===== src/rtl/uart_tx_serializer_pkg.sv =====
// Shared definitions for the 8N1 UART transmit serializer.
package uart_tx_serializer_pkg;

    localparam int unsigned UART_FRAME_BITS = 10;
    localparam int unsigned DATA_BITS       = 8;

    typedef enum logic [1:0] {
        StIdle  = 2'd0,
        StStart = 2'd1,
        StData  = 2'd2,
        StStop  = 2'd3
    } tx_state_e;

endpackage


===== src/rtl/uart_tx_fifo.sv =====
// Synchronous byte FIFO; head entry is readable combinationally on dout.
module uart_tx_fifo #(
    parameter int unsigned DEPTH = 16,
    parameter int unsigned AW    = 4
) (
    input  logic          clock,
    input  logic          reset,
    input  logic          push,
    input  logic [7:0]    din,
    input  logic          pop,
    output logic [7:0]    dout,
    output logic [AW:0]   count,
    output logic          full,
    output logic          empty
);

    localparam logic [AW:0] FullCount = (AW + 1)'(DEPTH);

    logic [7:0]    mem_q [DEPTH];
    logic [AW-1:0] wr_ptr_q;
    logic [AW-1:0] rd_ptr_q;
    logic [AW:0]   count_q;
    logic          do_push;
    logic          do_pop;

    assign full  = (count_q == FullCount);
    assign empty = (count_q == '0);

    // A pop in the same cycle frees a slot, so a push into a full FIFO still lands.
    assign do_pop  = pop && !empty;
    assign do_push = push && (!full || do_pop);

    always_ff @(posedge clock) begin
        if (reset) begin
            wr_ptr_q <= '0;
            rd_ptr_q <= '0;
            count_q  <= '0;
        end else begin
            if (do_push) wr_ptr_q <= wr_ptr_q + 1'b1;
            if (do_pop)  rd_ptr_q <= rd_ptr_q + 1'b1;
            if (do_push && !do_pop) begin
                count_q <= count_q + 1'b1;
            end else if (!do_push && do_pop) begin
                count_q <= count_q - 1'b1;
            end
        end
    end

    always_ff @(posedge clock) begin
        if (do_push) mem_q[wr_ptr_q] <= din;
    end

    assign dout  = mem_q[rd_ptr_q];
    assign count = count_q;

endmodule


===== src/rtl/uart_tx_serializer.sv =====
// Buffers bytes from the core's 9-bit UART store port and shifts them out as 8N1 frames.
module uart_tx_serializer
    import uart_tx_serializer_pkg::*;
#(
    parameter int unsigned CLKS_PER_BIT = 16,
    parameter int unsigned FIFO_DEPTH   = 16,
    parameter int unsigned FIFO_AW      = 4
) (
    input  logic               clock,
    input  logic               reset,
    input  logic [8:0]         uart_in,
    output logic               tx,
    output logic               busy,
    output logic [FIFO_AW:0]   fifo_count,
    output logic               overflow
);

    localparam int unsigned BaudW    = $clog2(CLKS_PER_BIT);
    localparam logic [BaudW-1:0] BaudLast = BaudW'(CLKS_PER_BIT - 1);
    localparam logic [2:0]  LastBit  = 3'(DATA_BITS - 1);

    tx_state_e         state_q, state_d;
    logic [BaudW-1:0]  baud_q, baud_d;
    logic [2:0]        bit_idx_q, bit_idx_d;
    logic [7:0]        shift_q, shift_d;
    logic              tx_q, tx_d;
    logic              ovf_q, ovf_d;

    logic              fifo_pop;
    logic [7:0]        fifo_dout;
    logic              fifo_full;
    logic              fifo_empty;
    logic              baud_end;

    uart_tx_fifo #(
        .DEPTH (FIFO_DEPTH),
        .AW    (FIFO_AW)
    ) u_fifo (
        .clock (clock),
        .reset (reset),
        .push  (uart_in[8]),
        .din   (uart_in[7:0]),
        .pop   (fifo_pop),
        .dout  (fifo_dout),
        .count (fifo_count),
        .full  (fifo_full),
        .empty (fifo_empty)
    );

    assign baud_end = (baud_q == BaudLast);

    always_comb begin
        state_d   = state_q;
        baud_d    = baud_q;
        bit_idx_d = bit_idx_q;
        shift_d   = shift_q;
        fifo_pop  = 1'b0;
        unique case (state_q)
            StIdle: begin
                if (!fifo_empty) begin
                    fifo_pop = 1'b1;
                    shift_d  = fifo_dout;
                    baud_d   = '0;
                    state_d  = StStart;
                end
            end
            StStart: begin
                if (baud_end) begin
                    baud_d    = '0;
                    bit_idx_d = '0;
                    state_d   = StData;
                end else begin
                    baud_d = baud_q + 1'b1;
                end
            end
            StData: begin
                if (baud_end) begin
                    baud_d    = '0;
                    shift_d   = shift_q >> 1;
                    bit_idx_d = bit_idx_q + 1'b1;
                    if (bit_idx_q == LastBit) state_d = StStop;
                end else begin
                    baud_d = baud_q + 1'b1;
                end
            end
            StStop: begin
                if (baud_end) begin
                    baud_d = '0;
                    // Chain straight into the next start bit so frames stay gapless.
                    if (!fifo_empty) begin
                        fifo_pop = 1'b1;
                        shift_d  = fifo_dout;
                        state_d  = StStart;
                    end else begin
                        state_d = StIdle;
                    end
                end else begin
                    baud_d = baud_q + 1'b1;
                end
            end
            default: state_d = StIdle;
        endcase
    end

    always_comb begin
        tx_d = 1'b1;
        unique case (state_q)
            StStart: tx_d = 1'b0;
            StData:  tx_d = shift_q[0];
            default: tx_d = 1'b1;
        endcase
    end

    assign ovf_d = ovf_q | (uart_in[8] & fifo_full & ~fifo_pop);

    always_ff @(posedge clock) begin
        if (reset) begin
            state_q   <= StIdle;
            baud_q    <= '0;
            bit_idx_q <= '0;
            shift_q   <= '0;
            tx_q      <= 1'b1;
            ovf_q     <= 1'b0;
        end else begin
            state_q   <= state_d;
            baud_q    <= baud_d;
            bit_idx_q <= bit_idx_d;
            shift_q   <= shift_d;
            tx_q      <= tx_d;
            ovf_q     <= ovf_d;
        end
    end

    assign tx       = tx_q;
    assign overflow = ovf_q;
    assign busy     = (state_q != StIdle) || (fifo_count != '0);

endmodule

===== config.mk =====
export PLATFORM = sky130hd
export DESIGN_NAME = uart_tx_serializer
export DESIGN_NICKNAME = d
export VERILOG_FILES = /design/src/rtl/uart_tx_serializer_pkg.sv /design/src/rtl/uart_tx_fifo.sv /design/src/rtl/uart_tx_serializer.sv
export SDC_FILE = /design/constraint.sdc
export NUM_CORES = 1
export LEC_CHECK = 0
export CAP_MARGIN = 10
export CORE_MARGIN = 2
export CORE_UTILIZATION = 55
export CTS_CLUSTER_SIZE = 40
export DETAILED_ROUTE_END_ITERATION = 8
export DONT_BUFFER_PORTS = 1
export PLACE_DENSITY = 0.67
export SETUP_SLACK_MARGIN = 0.4
export SLEW_MARGIN = 25
export SYNTH_ARGS = -nofsm -noshare
export SYNTH_HDL_FRONTEND = slang
export SYNTH_HIERARCHICAL = 1
export SYNTH_SLANG_ARGS = --single-unit

===== constraint.sdc =====
create_clock -name clock -period 10.35 [get_ports clock]
set_input_delay 1.035 -clock clock [delete_from_list [all_inputs] [get_ports clock]]
set_output_delay 1.035 -clock clock [all_outputs]
set_load 0.01 [all_outputs]

==> flow_summary.ini <==
[run_status]
outcome = finished clean

[route]
ant_nets = 0
dr.pass1.iters = 5
viasPerCell = 5.82
drt-initial-drc-count = 257
vias = 3566
routed_wl_mm = 12.8
routedWlPerCell_um = 20.9
drc = 0

[logic_synthesis]
ys_types = 53
synthCells = 431
ys_seq_area_frac = 0.663
netlist_area_mm2 = 0.00689
synthArstFlopShare = 0
syn_avg_cell_area_um2 = 16.0
synth.net_count = 461
synth_edf_count = 128
synth-main-ff-cell = edfxtp_1
ys_warn_count = 6
ys_ff_latch = 164

[global_route]
grt_usage = 0.214
grt_max_degree = 42
grt-ovfl-total = 0
antenna_found_initial = 0
first_global_vias = 3592
grt_pass1_wl_mm = 20.4

[placed_design]
gp_congestion = 0.786
place.detailed.hpwl_mm = 8.12
dpl_cell_area_mm2 = 0.00704
placed_cells = 583
portBuffers = 0

[setup_path]
crit_required_ns = 10.66
worstSetupStartpointType = flip-flop
r2r_slack_ns = 6.70
r2r_start = u_fifo/count[0]$_SDFFE_PP0P_
worstPathMaxFanout = 8
worst_setup_path_end_kind = flip-flop
worstPathArrival_ns = 3.96
setup.worst_path.class = flip-flop to flip-flop
rr_endpoint = u_fifo/count[4]$_SDFFE_PP0P_
worst-r2r-cell-count = 12

[sta]
rsz0062_at_grt = no
period_needed_ns = 3.65
setup_tns_ns = 0
tightest_slew_ns = 1.01
setup_viol = 0
skew_ns = 0.0107
hold_violations = 0
relSlewSlack = 0.321
fmax_ghz = 0.274
post-route-period-util = 0.353
slew_violations = 0

[final_layout]
final_area_mm2 = 0.00756
drive_gt1_frac = 0.178
final_cell_mix = edfxtp_1, nor2_1, dfxtp_1
layout_commonest_cell = edfxtp_1
antenna_cells = 0
final_nets = 464
final_cells = 613
syn_to_final_growth_pct = 9.76

[pwr]
p_leak_nw = 2.52
swShare = 0.286
power_mw = 1.86
sequentialPowerShare = 0.429
switchingPower_mw = 0.531
p_comb_frac = 0.268
power.density_mw_per_mm2 = 246
vdd_ir_drop_max_mv = 0.171
clockPowerShare = 0.303
p_int_mw = 1.33

[floorplan]
coreArea_mm2 = 0.0121
pin_count = 19
rows = 40
die_area_mm2 = 0.0134
dieHeight_um = 116
start_util = 0.568
die_w_um = 116

[clock_tree]
ctsResizeCount = 0
root_buffer = clkbuf_16
cts-htree-levels = 4
numCtsBuffers = 17
cts_tree = done
cts_setup_buffers = 0
cts_hold_buf = 0
clk_path_buf_depth = 2
clock_sinks = 164
clock_latency_ns = 0.42
clk_pin_slew_worst_paths_ns = 0.06

[min_path]
holdCritPathClass = flip-flop to flip-flop
min_from = bit_idx_q[0]$_SDFFE_PP0P_
whs_endpoint = bit_idx_q[0]$_SDFFE_PP0P_
min_path_cells = 2

[run]
drv_cap = 0
-- registers in the layout, indices dropped and copies added, names as in the netlist, named ones only --
register         flops
u_fifo/mem_q       128
shift_q              8
u_fifo/count         5
baud_q               4
u_fifo/rd_ptr_q      4
u_fifo/wr_ptr_q      4
bit_idx_q            3
state_q              2
overflow             1
tx                   1
-- metal layers --
metal	routed length, µm	track usage
met2	6100	0.322
met1	5650	0.314
met5	0	0
met3	932	0.0570
met4	129	0.0619
-- kinds of logic after synthesis --
kind of cell               Yosys count  share of synthesized area
and+or+nand+nor                    107                     0.0776
DFF                                164                      0.663
adders and majority gates           19                     0.0356
AOI/OAI and AO/OA                   51                     0.0567
buffers and inverters               32                     0.0207
muxes                               51                      0.138
xor gates and xnor gates             7                    0.00890
-- through the flow --
stage | hold WS [ns] | setup slack, ns | utilization
CTS | 0.477 | 6.69 | 0.624
finish | 0.479 | 6.70 | 0.624
floorplan | 0.438 | 7.01 | -
global route | 0.506 | 6.39 | 0.624
global placement | 0.449 | 6.82 | 0.581
detailed placement | 0.470 | 6.72 | 0.581
-- power groups by stage --
stage	Clock, mW	Combinational, mW	Sequential, mW
final	0.562	0.498	0.797
after global routing	0.603	0.551	0.802
after CTS	0.572	0.506	0.797
after detailed placement	0	0.504	0.810
after global placement	0	0.497	0.808
after floorplan	0	0.435	0.801
-- cells in the mapped netlist (3+ instances only) --
library cell	n	area (µm²)
nor2_1	42	158
clkbuf_1	12	45.0
buf_2	5	25.0
mux2_4	7	105
ha_1	18	225
nand2b_1	3	18.8
nand3_1	6	30.0
xor2_1	5	43.8
mux2i_1	11	110
or3_1	4	25.0
dfxtp_1	36	721
nor3_1	5	25.0
a211oi_1	3	22.5
nand2_1	19	71.3
nand3_2	3	30.0
nor2b_1	11	68.8
mux4_2	32	721
a22oi_1	16	120
edfxtp_1	128	3840
a21oi_1	13	65.1
inv_1	10	37.5
-- final cells by class --
cell class              count  area (µm²)
fillers                   907        4550
inverters                  10        37.5
well taps                 168         210
multi-input cells         235        2180
flip-flops and latches    164        4570
clock inverters            12        91.3
repair buffers              6        45.0
clock buffers              18         429
-- critical path: stages (launching register included) --
cell	delay (ns)
dfxtp_1	0.40
or4_4	0.65
nor2_1	0.31
nor3_1	0.24
o31ai_4	0.35
inv_1	0.08
ha_1	0.22
inv_1	0.16
ha_1	0.30
a21oi_1	0.22
a211oi_1	0.10
a31oi_1	0.17
mux2_2	0.34
-- worst max path at each step --
| stage | depth (start not counted) | from | endpoint |
|---|---|---|---|
| detailed placement | 12 | u_fifo/count[0]$_SDFFE_PP0P_ | u_fifo/count[4]$_SDFFE_PP0P_ |
| CTS | 12 | u_fifo/count[0]$_SDFFE_PP0P_ | u_fifo/count[4]$_SDFFE_PP0P_ |
| finish | 12 | u_fifo/count[0]$_SDFFE_PP0P_ | u_fifo/count[4]$_SDFFE_PP0P_ |
| floorplan | 13 | u_fifo/count[0]$_SDFFE_PP0P_ | u_fifo/count[4]$_SDFFE_PP0P_ |
| global placement | 12 | u_fifo/count[0]$_SDFFE_PP0P_ | u_fifo/count[4]$_SDFFE_PP0P_ |
| global route | 12 | u_fifo/count[0]$_SDFFE_PP0P_ | u_fifo/count[4]$_SDFFE_PP0P_ |
(Power assumes the default switching activity.)
